## config.mk

```make
export PLATFORM = sky130hd
export DESIGN_NAME = pie_encoder
export DESIGN_NICKNAME = d
export VERILOG_FILES = /design/src/rtl/pie_pkg.sv /design/src/rtl/pie_symbol_timer.sv /design/src/rtl/pie_encoder.sv
export SDC_FILE = /design/constraint.sdc
export NUM_CORES = 1
export LEC_CHECK = 0
export ABC_AREA = 0
export BUFFER_PORTS_ARGS = -buffer_cell sky130_fd_sc_hd__buf_4
export CAP_MARGIN = 25
export CORE_MARGIN = 1
export CORE_UTILIZATION = 40
export CTS_BUF_LIST = sky130_fd_sc_hd__clkbuf_4 sky130_fd_sc_hd__clkbuf_8 sky130_fd_sc_hd__clkbuf_16
export DETAILED_ROUTE_END_ITERATION = 6
export PLACE_DENSITY = 0.65
export SLEW_MARGIN = 20
export SYNTH_ARGS = -nofsm -noshare
export SYNTH_HDL_FRONTEND = slang
export SYNTH_SLANG_ARGS = --single-unit
```

## constraint.sdc

```tcl
create_clock -name clk -period 3 [get_ports clk]
set_input_delay 0.3 -clock clk [delete_from_list [all_inputs] [get_ports clk]]
set_output_delay 0.3 -clock clk [all_outputs]
set_load 0.01 [all_outputs]
```

## src/rtl/pie_pkg.sv

```systemverilog
`default_nettype none
// ============================================================================
// Module   : pie_pkg
// Purpose  : Shared states, default PIE timing constants and RTcal helper.
// Revision : 1.0
// ============================================================================
package pie_pkg;

    typedef enum logic [2:0] {
        IDLE  = 3'd0,
        DELIM = 3'd1,
        DATA0 = 3'd2,
        RTCAL = 3'd3,
        TRCAL = 3'd4,
        BITS  = 3'd5
    } pie_state_t;

    localparam int PIE_DATA0 = 20;
    localparam int PIE_DATA1 = 36;
    localparam int PIE_PW    = 10;
    localparam int PIE_DELIM = 42;

    function automatic logic [15:0] pie_rtcal(input logic [15:0] data0_len,
                                              input logic [15:0] data1_len);
        return data0_len + data1_len;
    endfunction

endpackage
`default_nettype wire

```

## src/rtl/pie_symbol_timer.sv

```systemverilog
`default_nettype none
// ============================================================================
// Module   : pie_symbol_timer
// Purpose  : Sequences the high then low phase of one PIE symbol.
// Revision : 1.0
// ============================================================================
module pie_symbol_timer #(
    parameter int PW_CYC = 10
) (
    input  logic        clk,
    input  logic        reset,
    input  logic        clear,
    input  logic        load,
    input  logic        low_only,
    input  logic [15:0] len,
    output logic        level,
    output logic        sym_end
);

    localparam logic [15:0] PW = 16'(PW_CYC);

    logic [15:0] cnt;

    // cnt holds the remaining cycles of the current phase minus one
    always_ff @(posedge clk or posedge reset) begin
        if (reset) begin
            level <= 1'b1;
            cnt   <= 16'd0;
        end else if (clear) begin
            level <= 1'b1;
            cnt   <= 16'd0;
        end else if (load) begin
            if (low_only) begin
                level <= 1'b0;
                cnt   <= len - 16'd1;
            end else if (len > PW) begin
                level <= 1'b1;
                cnt   <= len - PW - 16'd1;
            end else begin
                level <= 1'b0;
                cnt   <= PW - 16'd1;
            end
        end else if (cnt != 16'd0) begin
            cnt <= cnt - 16'd1;
        end else if (level) begin
            level <= 1'b0;
            cnt   <= PW - 16'd1;
        end
    end

    assign sym_end = !level && (cnt == 16'd0);

endmodule
`default_nettype wire

```

## src/rtl/pie_encoder.sv

```systemverilog
`default_nettype none
// ============================================================================
// Module   : pie_encoder
// Purpose  : Gen2 reader PIE transmitter: delimiter, preamble, MSB-first bits.
// Revision : 1.0
// ============================================================================
module pie_encoder
    import pie_pkg::*;
#(
    parameter int DATA0_CYC = PIE_DATA0,
    parameter int DATA1_CYC = PIE_DATA1,
    parameter int PW_CYC    = PIE_PW,
    parameter int DELIM_CYC = PIE_DELIM
) (
    input  logic        clk,
    input  logic        reset,
    input  logic        start,
    input  logic        abort,
    input  logic        preamble,
    input  logic [15:0] trcal_cyc,
    input  logic [31:0] cmd_bits,
    input  logic [5:0]  cmd_len,
    output logic        pieout,
    output logic        busy,
    output logic        done
);

    localparam logic [15:0] D0_LEN    = 16'(DATA0_CYC);
    localparam logic [15:0] D1_LEN    = 16'(DATA1_CYC);
    localparam logic [15:0] DELIM_LEN = 16'(DELIM_CYC);

    pie_state_t  state, next_state;
    logic [31:0] shreg;
    logic [5:0]  bits_left;
    logic        pre_lat;
    logic [15:0] trcal_lat;

    logic        load, low_only, clear, latch, shift, done_next, sym_end;
    logic [15:0] sym_len;

    pie_symbol_timer #(.PW_CYC(PW_CYC)) u_timer (
        .clk      (clk),
        .reset    (reset),
        .clear    (clear),
        .load     (load),
        .low_only (low_only),
        .len      (sym_len),
        .level    (pieout),
        .sym_end  (sym_end)
    );

    function automatic logic [15:0] bit_len(input logic b);
        return b ? D1_LEN : D0_LEN;
    endfunction

    always_comb begin
        next_state = state;
        load       = 1'b0;
        low_only   = 1'b0;
        sym_len    = 16'd0;
        latch      = 1'b0;
        shift      = 1'b0;
        done_next  = 1'b0;
        case (state)
            IDLE: begin
                if (start && !abort) begin
                    next_state = DELIM;
                    load       = 1'b1;
                    low_only   = 1'b1;
                    sym_len    = DELIM_LEN;
                    latch      = 1'b1;
                end
            end
            DELIM: if (sym_end) begin
                next_state = DATA0;
                load       = 1'b1;
                sym_len    = D0_LEN;
            end
            DATA0: if (sym_end) begin
                next_state = RTCAL;
                load       = 1'b1;
                sym_len    = pie_rtcal(D0_LEN, D1_LEN);
            end
            RTCAL, TRCAL: if (sym_end) begin
                if (state == RTCAL && pre_lat) begin
                    next_state = TRCAL;
                    load       = 1'b1;
                    sym_len    = trcal_lat;
                end else if (bits_left == 6'd0) begin
                    next_state = IDLE;
                    done_next  = 1'b1;
                end else begin
                    next_state = BITS;
                    load       = 1'b1;
                    sym_len    = bit_len(shreg[31]);
                end
            end
            BITS: if (sym_end) begin
                shift = 1'b1;
                if (bits_left == 6'd1) begin
                    next_state = IDLE;
                    done_next  = 1'b1;
                end else begin
                    // shreg shifts on this same edge, so the next bit is [30]
                    load    = 1'b1;
                    sym_len = bit_len(shreg[30]);
                end
            end
            default: next_state = IDLE;
        endcase

        if (abort && state != IDLE) begin
            next_state = IDLE;
            load       = 1'b0;
            shift      = 1'b0;
            done_next  = 1'b0;
        end
    end

    assign clear = (next_state == IDLE);

    always_ff @(posedge clk or posedge reset) begin
        if (reset) begin
            state     <= IDLE;
            busy      <= 1'b0;
            done      <= 1'b0;
            shreg     <= 32'd0;
            bits_left <= 6'd0;
            pre_lat   <= 1'b0;
            trcal_lat <= 16'd0;
        end else begin
            state <= next_state;
            busy  <= (next_state != IDLE);
            done  <= done_next;
            if (latch) begin
                shreg     <= cmd_bits;
                bits_left <= (cmd_len > 6'd32) ? 6'd32 : cmd_len;
                pre_lat   <= preamble;
                trcal_lat <= trcal_cyc;
            end else if (shift) begin
                shreg     <= {shreg[30:0], 1'b0};
                bits_left <= bits_left - 6'd1;
            end
        end
    end

endmodule
`default_nettype wire

```

==> impl_metrics.py <==
metrics = {
    "run_status": {
        "status": "complete, no violations",
    },
    "cells_and_area": {
        "fin_util": 0.512,
        "finalNonFillerCells": 771,
        "multi_input_area_mm2": 0.00251,
        "final_common_cell": "nand2_1",
        "syn2layout_area_growth_pct": 23.5,
        "regArea_mm2": 0.00193,
        "drive_gt1_frac": 0.195,
        "fillers": 1065,
        "final_net_count": 694,
        "mostFrequentLayoutCells": "nand2_1 (141), buf_4 (83), dfrtp_1 (76), nor2_1 (57), a31oi_1 (35)",
        "antenna_cells_inserted": 0,
    },
    "synth": {
        "synthTopCellsByArea": "dfrtp_1 (42%), nand2_1 (12%), a31oi_1 (5.1%)",
        "syn_area_per_cell_um2": 8.03,
        "ys_seq_area_frac": 0.425,
        "synth_top_area_cell": "dfrtp_1",
        "synth-edff-count": 0,
        "ys_seq_elements": 77,
        "syn-cell-area_mm2": 0.00453,
        "synth_ff_type": "dfrtp_1",
        "yosysWarningCount": 0,
        "synth_cells": 565,
        "ys_types": 62,
        "synth.top_cell.area_share": 0.419,
        "async_flop_share": 1.00,
        "syn-num-nets": 631,
    },
    "die": {
        "start_util": 0.415,
        "dieArea_mm2": 0.0118,
        "core_area_mm2": 0.0109,
        "ioPinCount": 62,
        "rows": 38,
        "fp.dieH_um": 108,
        "fp.dieW_um": 108,
    },
    "min_path": {
        "hp-class": "in2async",
    },
    "clock_tree": {
        "cts.clk_slew.worst_paths_ns": 0.06,
        "clock_latency_ns": 0.33,
        "root_buffer": "clkbuf_16",
        "cts_htree_levels": 3,
        "cts.sinks": 77,
        "cts.path.max_buffers": 2,
        "numCtsBuffers": 9,
        "tritoncts": "done",
    },
    "grt": {
        "grt_pass1_vias": 4041,
        "grt_usage": 0.210,
        "grt_pass1_wl_um": 19600,
        "grt-ovfl-total": 0,
        "grt_start_max_net_pins": 54,
        "antenna_found_initial": 0,
    },
    "power_and_ir_drop": {
        "p_per_area_mw_per_mm2": 868,
        "p_leak_uw": 0.00255,
        "peakVddDrop_mv": 0.358,
    },
    "job": {
        "drv_cap": 0,
    },
    "drt": {
        "drc_errors": 0,
        "first_pass_iters": 5,
        "postRouteAntennaNets": 0,
        "vias": 4304,
        "avgRoutedWirePerCell_um": 15.1,
        "drt-total-wl_um": 11600,
        "vias_per_cell": 5.58,
        "drtIter0Drc": 307,
    },
    "placed_design": {
        "dp.cells": 754,
        "gp_congestion": 0.893,
        "hpwl_um": 8460,
        "port_buffers": 61,
        "dp_worst_setup_slack_ns": 0.0243,
    },
    "worst_setup_path": {
        "worstPathMaxFanout": 6,
        "crit_required_ns": 3.20,
        "r2r_slack_ns": 0.09,
        "r2r-start": "trcal_lat[6]",
        "crit_path_end_kind": "flop",
        "arrival_ns": 3.11,
        "reg2reg_depth": 8,
        "crit_type": "reg2reg",
        "start_kind": "flop",
        "setup.worst_path.start": "trcal_lat[6]",
        "reg2reg_to": "u_timer.cnt[13]",
    },
    "timing": {
        "slew_headroom": 0.495,
        "hold_violations": 0,
        "post-route-min-period_ns": 2.91,
        "clock_skew_ns": 0.00529,
        "rsz0062_at_grt": "true",
        "setup_slack_ns": 0.0930,
        "fmax_mhz": 344,
        "worstMarginPinSlew_ns": 0.756,
        "finalMaxSlewViolations": 0,
        "period_share": 0.969,
        "report.final.setup_viol": 0,
    },
}
[state kept, by name (all words and copies together) (netlist names)]
| name | cells |
|---|---|
| bits_left | 6 |
| pre_lat | 1 |
| state | 3 |
| shreg | 32 |
| busy | 1 |
| u_timer.level | 1 |
| u_timer.cnt | 16 |
| trcal_lat | 16 |
| done | 1 |
[cells by family after synthesis]
| group | share of synthesized area |
|---|---|
| AOI/OAI and AO/OA | 0.183 |
| xor gates and xnor gates | 0.0386 |
| adders and majority gates | 0.0193 |
| buffers and inverters | 0.0411 |
| DFF | 0.425 |
| and+or+nand+nor | 0.292 |
[worst max path at each step]
stage / slack [ns] / endpoint / depth (start not counted)
floorplan: -0.02 / u_timer.cnt[11] / 15
global placement: 0.08 / u_timer.cnt[4] / 8
detailed placement: 0.02 / u_timer.cnt[14] / 9
CTS: 0.04 / u_timer.cnt[14] / 9
global route: -0.01 / u_timer.cnt[11] / 14
finish: 0.09 / u_timer.cnt[13] / 8
[Yosys cell counts, types with 2 or more instances]
library cell / instances
o21ai_0: 5
o21bai_1: 2
nand2_1: 141
and3b_1: 2
nor3_1: 12
xor2_1: 8
dfrtp_1: 76
o22ai_1: 14
a21o_1: 2
inv_1: 15
xnor2_1: 12
nand2b_1: 8
o21ai_1: 9
or4_1: 2
clkbuf_1: 27
a211oi_1: 10
nand4_1: 6
buf_2: 2
nand3b_1: 5
nor2_1: 57
o21a_1: 3
nand2_2: 2
o31ai_1: 4
buf_1: 4
and3_1: 3
ha_1: 7
or2_1: 3
a31oi_1: 37
and2_1: 3
nand3_1: 17
nor2b_1: 5
or4_4: 2
a21oi_1: 19
or3_1: 7
nor4_1: 5
a211o_1: 3
[area by class of cell]
cell class | instances | share of cell area
clock buffers | 10 | 0.0427
clock inverters | 4 | 0.00469
inverters | 16 | 0.0107
multi-input cells | 439 | 0.448
flip-flops and latches | 77 | 0.344
well taps | 140 | 0.0313
repair buffers | 85 | 0.118
[what timing repair did]
| action | 4_1_cts | 5_1_grt |
|---|---|---|
| gates resized for setup | 0 | 7 |
| setup buffers | 0 | 3 |
| endpoints found under the hold margin | 0 | 0 |
| hold buffers | 0 | 0 |
| setup endpoints to repair | 0 | 14 |
[power by group]
part | switching [uW] | total (uW) | internal, uW
clock network | 408 | 979 | 571
logic | 1130 | 2000 | 875
registers | 381 | 1880 | 1500
[worst max-delay path: stages (launching register included)]
cell and delay (ns):
dfrtp_1 0.41, or4_4 0.56, or3_4 0.35, or2_1 0.26, or4_4 0.46, a22oi_4 0.26, nand2_2 0.13, nand3b_1 0.24
o22ai_1 0.10
[stage by stage]
stage                     TNS (ns)  hold WS, ns  total power, uW  instance area [um2]
after global routing       -0.0201        0.175             5220                 5600
final                            0        0.110             4860                 5600
after CTS                        0        0.140             4810                 5540
after floorplan            -0.0170        0.405             3230                 4570
after global placement           0        0.457             3750                 5270
after detailed placement         0        0.466             3820                 5270
[metal layers]
layer	vias to the layer above	part of all wire	track usage
li1	2093	-	-
met3	11	0.048	0.0404
met5	-	0	0
met2	128	0.47	0.332
met4	0	0.013	0.0627
met1	2072	0.46	0.291
Power figures use the tool's default switching activity.
